**config.mk**
```make
export PLATFORM = sky130hd
export DESIGN_NAME = rr_arb_mux
export DESIGN_NICKNAME = d
export VERILOG_FILES = /design/src/rtl/rr_arb_mux.sv
export SDC_FILE = /design/constraint.sdc
export NUM_CORES = 1
export LEC_CHECK = 0
export ABC_AREA = 1
export BUFFER_PORTS_ARGS = -buffer_cell sky130_fd_sc_hd__buf_2
export CAP_MARGIN = 40
export CORE_MARGIN = 2
export CORE_UTILIZATION = 25
export CTS_CLUSTER_DIAMETER = 60
export CTS_CLUSTER_SIZE = 12
export DETAILED_ROUTE_END_ITERATION = 12
export SYNTH_ARGS = -nofsm -noshare
export SYNTH_HDL_FRONTEND = slang
export SYNTH_SLANG_ARGS = --single-unit
```
**constraint.sdc**
```tcl
create_clock -name clk -period 3.4 [get_ports clk]
set_clock_uncertainty 0.2 [all_clocks]
set_input_delay 0 -clock clk [delete_from_list [all_inputs] [get_ports clk]]
set_output_delay 0 -clock clk [all_outputs]
set_load 0.005 [all_outputs]
```
**src/rtl/rr_arb_mux.sv**
```systemverilog
// N-channel valid/ready merge: an internal round-robin or fixed-priority arbiter
// picks one requester per cycle into a single registered output slot.
module rr_arb_mux #(
  parameter  int WIDTH    = 16,
  parameter  int CHANNELS = 8,
  parameter  int MODE     = 0,
  localparam int SEL_W    = $clog2(CHANNELS)
) (
  input  logic                      clk,
  input  logic                      rst_n,
  input  logic [CHANNELS-1:0]       in_valid,
  input  logic [CHANNELS*WIDTH-1:0] in_data,
  output logic [CHANNELS-1:0]       in_ready,
  output logic                      out_valid,
  output logic [WIDTH-1:0]          out_data,
  output logic [SEL_W-1:0]          out_sel,
  input  logic                      out_ready
);

  // Handshake: a word moves on any edge where valid && ready are both high,
  // on the input side (per channel) and on the output side alike.

  logic [SEL_W-1:0] ptr_q, ptr_d;
  logic [SEL_W-1:0] gnt;
  logic             gnt_found;
  logic [WIDTH-1:0] gnt_data;
  logic             load, xfer;
  logic             out_valid_q;
  logic [WIDTH-1:0] out_data_q;
  logic [SEL_W-1:0] out_sel_q;
  int               idx;

  // Scan starting at the pointer (or at 0 in fixed priority), wrapping modulo CHANNELS.
  always_comb begin
    gnt       = '0;
    gnt_found = 1'b0;
    gnt_data  = '0;
    idx       = 0;
    for (int k = 0; k < CHANNELS; k++) begin
      idx = (MODE == 1) ? k : int'(ptr_q) + k;
      if (idx >= CHANNELS) idx = idx - CHANNELS;
      if (!gnt_found && in_valid[idx]) begin
        gnt_found = 1'b1;
        gnt       = SEL_W'(idx);
        gnt_data  = in_data[idx*WIDTH +: WIDTH];
      end
    end
  end

  assign load     = !out_valid_q || out_ready;
  assign xfer     = rst_n && load && gnt_found;
  assign in_ready = xfer ? (CHANNELS'(1) << gnt) : '0;
  assign ptr_d    = (gnt == SEL_W'(CHANNELS - 1)) ? '0 : gnt + SEL_W'(1);

  always_ff @(posedge clk or negedge rst_n) begin
    if (!rst_n) begin
      out_valid_q <= 1'b0;
      out_data_q  <= '0;
      out_sel_q   <= '0;
      ptr_q       <= '0;
    end else if (xfer) begin
      out_valid_q <= 1'b1;
      out_data_q  <= gnt_data;
      out_sel_q   <= gnt;
      if (MODE == 0) ptr_q <= ptr_d;
    end else if (out_ready) begin
      out_valid_q <= 1'b0;
    end
  end

  assign out_valid = out_valid_q;
  assign out_data  = out_data_q;
  assign out_sel   = out_sel_q;

endmodule
```
==> flow_summary.yaml, run 1 <==
status:
  run_status: "finished, final reports clean"
floorplanning:
  die_y_um: 172
  core-area_mm2: 0.0277
  fp.dieArea_mm2: 0.0294
  row_count: 61
  ios: 167
  initial_core_util: 0.253
  fp.dieW_um: 172
placement:
  io_buffers: 166
  place.gp.congestion: 0.922
  placed_area_mm2: 0.00819
  dp_hpwl_um: 22000
setup_path:
  cp_slowest_cell: "dfrtp_2"
  worstSetupPathType: "reg2out"
  cp_data_arrival_time_ns: 3.00
  worstPathRequired_ns: 3.20
  crit_path_max_fanout: 14
  crit_start: "ptr_q[1]"
  critPathBufInv: 4
  startpoint_type: "flip-flop"
  r2r_slack_ns: 0.27
  reg2regPathDepth: 13
  slowest_delay_ns: 0.41
  rr_startpoint: "ptr_q[0]"
  cp_top_family: "simple AND/OR/NAND/NOR gates"
  cp_cell_sequence: "buf_4 -> ha_2 -> xnor2_4 -> inv_2 -> nand3_2 -> nand2_2 -> nor2_8 -> nand2_4 -> nor2_8 -> nand4_4 -> nor2_2 -> inv_2 -> nand3_2 -> ha_1 -> nand2_1 -> nor2_2 -> buf_2"
  critPathCaptureType: "output port"
  r2r-end: "out_data[5]"
routing:
  wl_um: 29200
  vias_per_cell: 4.96
  wl_per_cell_um: 14.8
  final_antenna_net_count: 0
  firstDrtPassIters: 5
  drc: 0
  drt_iter0_drc: 926
  vias: 9755
grt:
  grt_pass1_vias: 8927
  grt_overflow_total: 0
  grt_max_degree: 95
  grt_pass1_wl_um: 44900
  grtUsageTotal: 0.193
  antenna_found_initial: 0
flow_run:
  drv_cap: 0
cts:
  numCtsBuffers: 3
  cts.clk_slew.worst_paths_ns: 0.07
  cts_root_buf: "clkbuf_16"
  clock-sinks: 23
  cts_tree: "done"
  clk_latency_ns: 0.26
  htreeDepth: 1
  cts_buffer_depth: 2
yosys:
  avgSynthCellArea_um2: 4.73
  async_reset_ff_frac: 1.00
  synth.distinct_cells: 37
  syn_inst: 1482
  synth_ff_type: "dfrtp_1"
  synthesis.nets: 1628
  seq_area_frac_synth: 0.0820
  netlist_area_mm2: 0.00702
  synth-edff-count: 0
  netlist.area_leader.share: 0.356
  synth_area_leader_cell: "nand2_1"
  yosys-top-cells-area: "nand2_1 36%, o21ai_0 19%, nand3_1 8.8%"
  yosysWarnings: 0
  ys_ff_latch: 23
timing:
  tns_ns: 0
  worstMarginPinSlew_ns: 0.703
  drv_slew: 0
  setup_viol: 0
  max_freq_mhz: 312
  fin_crit_sh: 0.942
  min_period_ns: 3.20
  slew_headroom: 0.531
  finalHoldViolations: 0
finish:
  final_util: 0.302
  fillCellCount: 3183
  fin_nets: 1737
  antenna_cells: 0
  drive_gt1_frac: 0.160
  syn2layout_area_growth_pct: 19.4
  final_area_mm2: 0.00838
min_path:
  hold_class: "in2async"
-- kinds of logic (layout without fill, tap and decap cells) --
logic type / after synthesis / count (layout) / synth area share
and+or+nand+nor: 918 / 918 / 0.536
DFF: 23 / 23 / 0.0820
xor gates and xnor gates: 3 / 3 / 0.00642
AOI/OAI and AO/OA: 323 / 323 / 0.240
buffers and inverters: 208 / 316 / 0.123
adders and majority gates: 7 / 7 / 0.0125
-- cell usage in the layout, fill, tap and decap left out, types with 2 or more instances in the layout --
master and instances:
a211oi_1 3, a21oi_1 27, and2_1 3, buf_12 3
buf_2 166, buf_4 36, buf_6 2, clkbuf_16 3
dfrtp_1 21, dlygate4sd3_1 2, ha_1 4, ha_4 2
inv_1 91, inv_2 10, nand2_1 666, nand2_4 2
nand3_1 122, nand3_2 8, nand4_1 4, nor2_1 98
nor2_2 5, nor2_4 2, nor2_8 2, o211ai_1 9
o21a_1 5, o21ai_0 272, o21ai_1 3
-- how the worst max path moves through the flow --
stage / slack, ns / to / cells after the start
4_1_cts: 0.01 / in_ready[7] / 15
2_1_floorplan: 0.04 / ptr_q[1] / 20
6_report: 0.20 / in_ready[7] / 17
3_3_place_gp: 0.33 / ptr_q[2] / 20
3_5_place_dp: 0.31 / ptr_q[2] / 20
5_1_grt: -0.004 / in_ready[7] / 17
-- cell type report --
type,count,area [um^2],area share
timing repair buffer,209,1200,0.144
multi-input combinational,1251,5650,0.674
clock inverter,1,5.00,0.000597
tap,378,473,0.0564
inverter,103,390,0.0466
sequential,23,581,0.0693
clock buffer,3,75.1,0.00896
-- through the flow --
step           setup slack [ns]  hold WS, ns  std cells
2_1_floorplan            0.0387       -0.496       1482
6_report                  0.198       0.0729       1968
3_5_place_dp              0.312       -0.156       1959
4_1_cts                  0.0139       0.0939       1965
5_1_grt                -0.00364        0.122       1968
3_3_place_gp              0.329       -0.160       1959
-- routing by layer --
layer  vias up  track usage  routed length (um)  share of wire
met5         -            0                   0              0
met4         0       0.0814                1190          0.041
met3        66       0.0207                1940          0.066
met2       365        0.345               13900           0.47
met1      4374        0.233               12200           0.42
li1       4950            -                   -              -
-- worst reg2reg max path, delay by kind of cell, from the launching register on --
family                 cells  cell delay (ns)
buffers and inverters      2             0.91
flip-flops                 1             0.44
AO/OA/AOI/OAI              2             0.78
AND/OR/NAND/NOR            9             0.70
-- synth_stat cells, types with 2 or more instances --
cell type	n
nand2_1	666
o21ai_0	272
nand3_1	124
nor2_1	100
inv_1	92
clkbuf_1	43
buf_2	34
a21oi_1	27
dfrtp_1	23
buf_1	19
inv_2	10
o211ai_1	9
buf_4	7
ha_1	7
nand3_2	7
o21a_1	6
nand4_1	4
a211oi_1	3
and2_1	3
nor2_2	3
o21ai_1	3
buf_6	2
nand2_4	2
nor2_4	2
nor2_8	2
-- flip-flops by register name, indices dropped and copies added (netlist names) --
name       count
out_sel        3
out_valid      1
out_data      16
ptr_q          3
-- repair_timing --
item / in CTS / in global routing
buffers inserted: 0 / 3
hold buffers: 2 / 0
endpoints found under the hold margin: 24 / 0
setup endpoints to repair: 0 / 9
resized for setup: 0 / 13
Power of run 1 is left out: the tool's default activity adds up to more than one toggle a clock period on the data nets, which glitch-free logic cannot reach.
==> inputs of run 2 (changes only) <==
--- a/config.mk
+++ b/config.mk
@@ -9,7 +9,7 @@
 export BUFFER_PORTS_ARGS = -buffer_cell sky130_fd_sc_hd__buf_2
 export CAP_MARGIN = 40
 export CORE_MARGIN = 2
-export CORE_UTILIZATION = 25
+export CORE_UTILIZATION = 35
 export CTS_CLUSTER_DIAMETER = 60
 export CTS_CLUSTER_SIZE = 12
 export DETAILED_ROUTE_END_ITERATION = 12
==> flow_summary.yaml, run 2 (same netlist as run 1, synthesis figures left out) <==
setup_path:
  crit_path_max_fanout: 14
  reg2regPathDepth: 16
  r2r-end: "out_data[2]"
  worstSetupPathType: "reg2out"
  worstPathRequired_ns: 3.20
  cp_data_arrival_time_ns: 3.00
  critPathCaptureType: "output port"
  startpoint_type: "flip-flop"
  rr_startpoint: "ptr_q[0]"
  r2r_slack_ns: 0.27
timing:
  finalHoldViolations: 0
  drv_slew: 0
  grt_setup_unrepaired: "false"
  worstMarginPinSlew_ns: 0.809
  tns_ns: 0
  max_freq_mhz: 313
  setup_viol: 0
  fin_crit_sh: 0.940
  min_period_ns: 3.20
  slew_headroom: 0.460
finish:
  syn2layout_area_growth_pct: 19.3
  layout_commonest_cell: "nand2_1"
  antenna_cells: 0
  fillCellCount: 2258
  drive_gt1_frac: 0.165
  largest_reg_flops: 16
  instances_no_fill: 1868
  fin_nets: 1750
  final_util: 0.427
  final_cell_mix: "665 x nand2_1, 272 x o21ai_0, 166 x buf_2"
grt:
  grt_overflow_total: 0
  grt_pass1_vias: 9074
  grt_pass1_wl_um: 44600
  grtUsageTotal: 0.257
  grt_max_degree: 118
  antenna_found_initial: 1
cts:
  clk_latency_ns: 0.26
  cts_tree: "done"
  cts.clk_slew.worst_paths_ns: 0.07
  numCtsBuffers: 3
  cts_buffer_depth: 2
  htreeDepth: 1
  clock-sinks: 23
  cts_root_buf: "clkbuf_16"
routing:
  firstDrtPassIters: 5
  drt_iter0_drc: 828
  vias_per_cell: 5.30
  final_antenna_net_count: 0
  wl_per_cell_um: 15.5
  drc: 0
  vias: 9906
  wl_um: 28900
placement:
  io_buffers: 166
  place.gp.congestion: 0.929
  dp_hpwl_um: 21500
  post-place-cells: 1850
floorplanning:
  initial_core_util: 0.358
  fp.dieW_um: 146
  core-area_mm2: 0.0196
  die_y_um: 146
  row_count: 51
  ios: 167
  fp.dieArea_mm2: 0.0212
min_path:
  hold_class: "in2async"
flow_run:
  drv_cap: 0
status:
  run_status: "finished, final reports clean"
[run 2: changes by cell type in the layout (fill, tap and decap cells not counted), moves of 2 or more]
| cell | delta |
|---|---|
| ha_1 | +2 |
| clkbuf_16 | +3 |
| buf_4 | +12 |
| nor2_2 | -2 |
| buf_12 | -2 |
[run 2: worst max path at each step]
| stage | from | to | slack (ns) | cells past startpoint |
|---|---|---|---|---|
| after CTS | ptr_q[0] | in_ready[7] | 0.07 | 17 |
| after global routing | ptr_q[1] | in_ready[3] | 0.008 | 17 |
| after floorplan | ptr_q[1] | ptr_q[1] | 0.04 | 20 |
| after global placement | ptr_q[0] | out_data[10] | 0.22 | 15 |
| final | ptr_q[1] | in_ready[2] | 0.20 | 16 |
| after detailed placement | ptr_q[0] | out_data[2] | 0.24 | 16 |
[run 2: per-stage QoR]
| stage | cell area [um^2] | hold slack [ns] | setup slack, ns |
|---|---|---|---|
| after floorplan | 7020 | -0.496 | 0.0387 |
| after global placement | 8070 | -0.170 | 0.224 |
| after detailed placement | 8070 | -0.159 | 0.238 |
| after CTS | 8170 | 0.0956 | 0.0726 |
| after global routing | 8370 | 0.141 | 0.00798 |
| final | 8370 | 0.0756 | 0.204 |
[run 2: cell type report]
class | count | area (um^2) | share of cell area
repair buffers | 222 | 1350 | 0.161
inverters | 103 | 395 | 0.0472
well taps | 265 | 332 | 0.0396
clock buffers | 4 | 78.8 | 0.00942
flip-flops and latches | 23 | 581 | 0.0693
multi-input cells | 1251 | 5640 | 0.674
[run 2: layer usage]
layer	vias to the layer above	GRT usage	part of all wire	wire length, um
met5	-	0	0	0
met4	0	0.117	0.048	1390
met3	101	0.0361	0.062	1780
met2	413	0.486	0.50	14400
met1	4415	0.282	0.39	11400
li1	4977	-	-	-
[run 2: worst max-delay path: stages (launching register included)]
cell and delay (ns):
dfrtp_2 0.41, buf_4 0.19, ha_1 0.25, xnor2_4 0.29, inv_2 0.10, nand3_2 0.08
nand2_2 0.10, nor2_8 0.17, nand2_4 0.11, nor2_8 0.18, nand3_2 0.10, o21bai_4 0.20
buf_12 0.16, inv_2 0.08, nand3_2 0.11, nor2_1 0.06, buf_2 0.12
[run 2: timing repair]
action,CTS,global route
endpoints found under the setup margin,0,13
hold buffers,2,0
setup buffers,0,9
hold endpoints to repair,24,0
resized for setup,0,14
Power of run 2 is left out for the same reason.
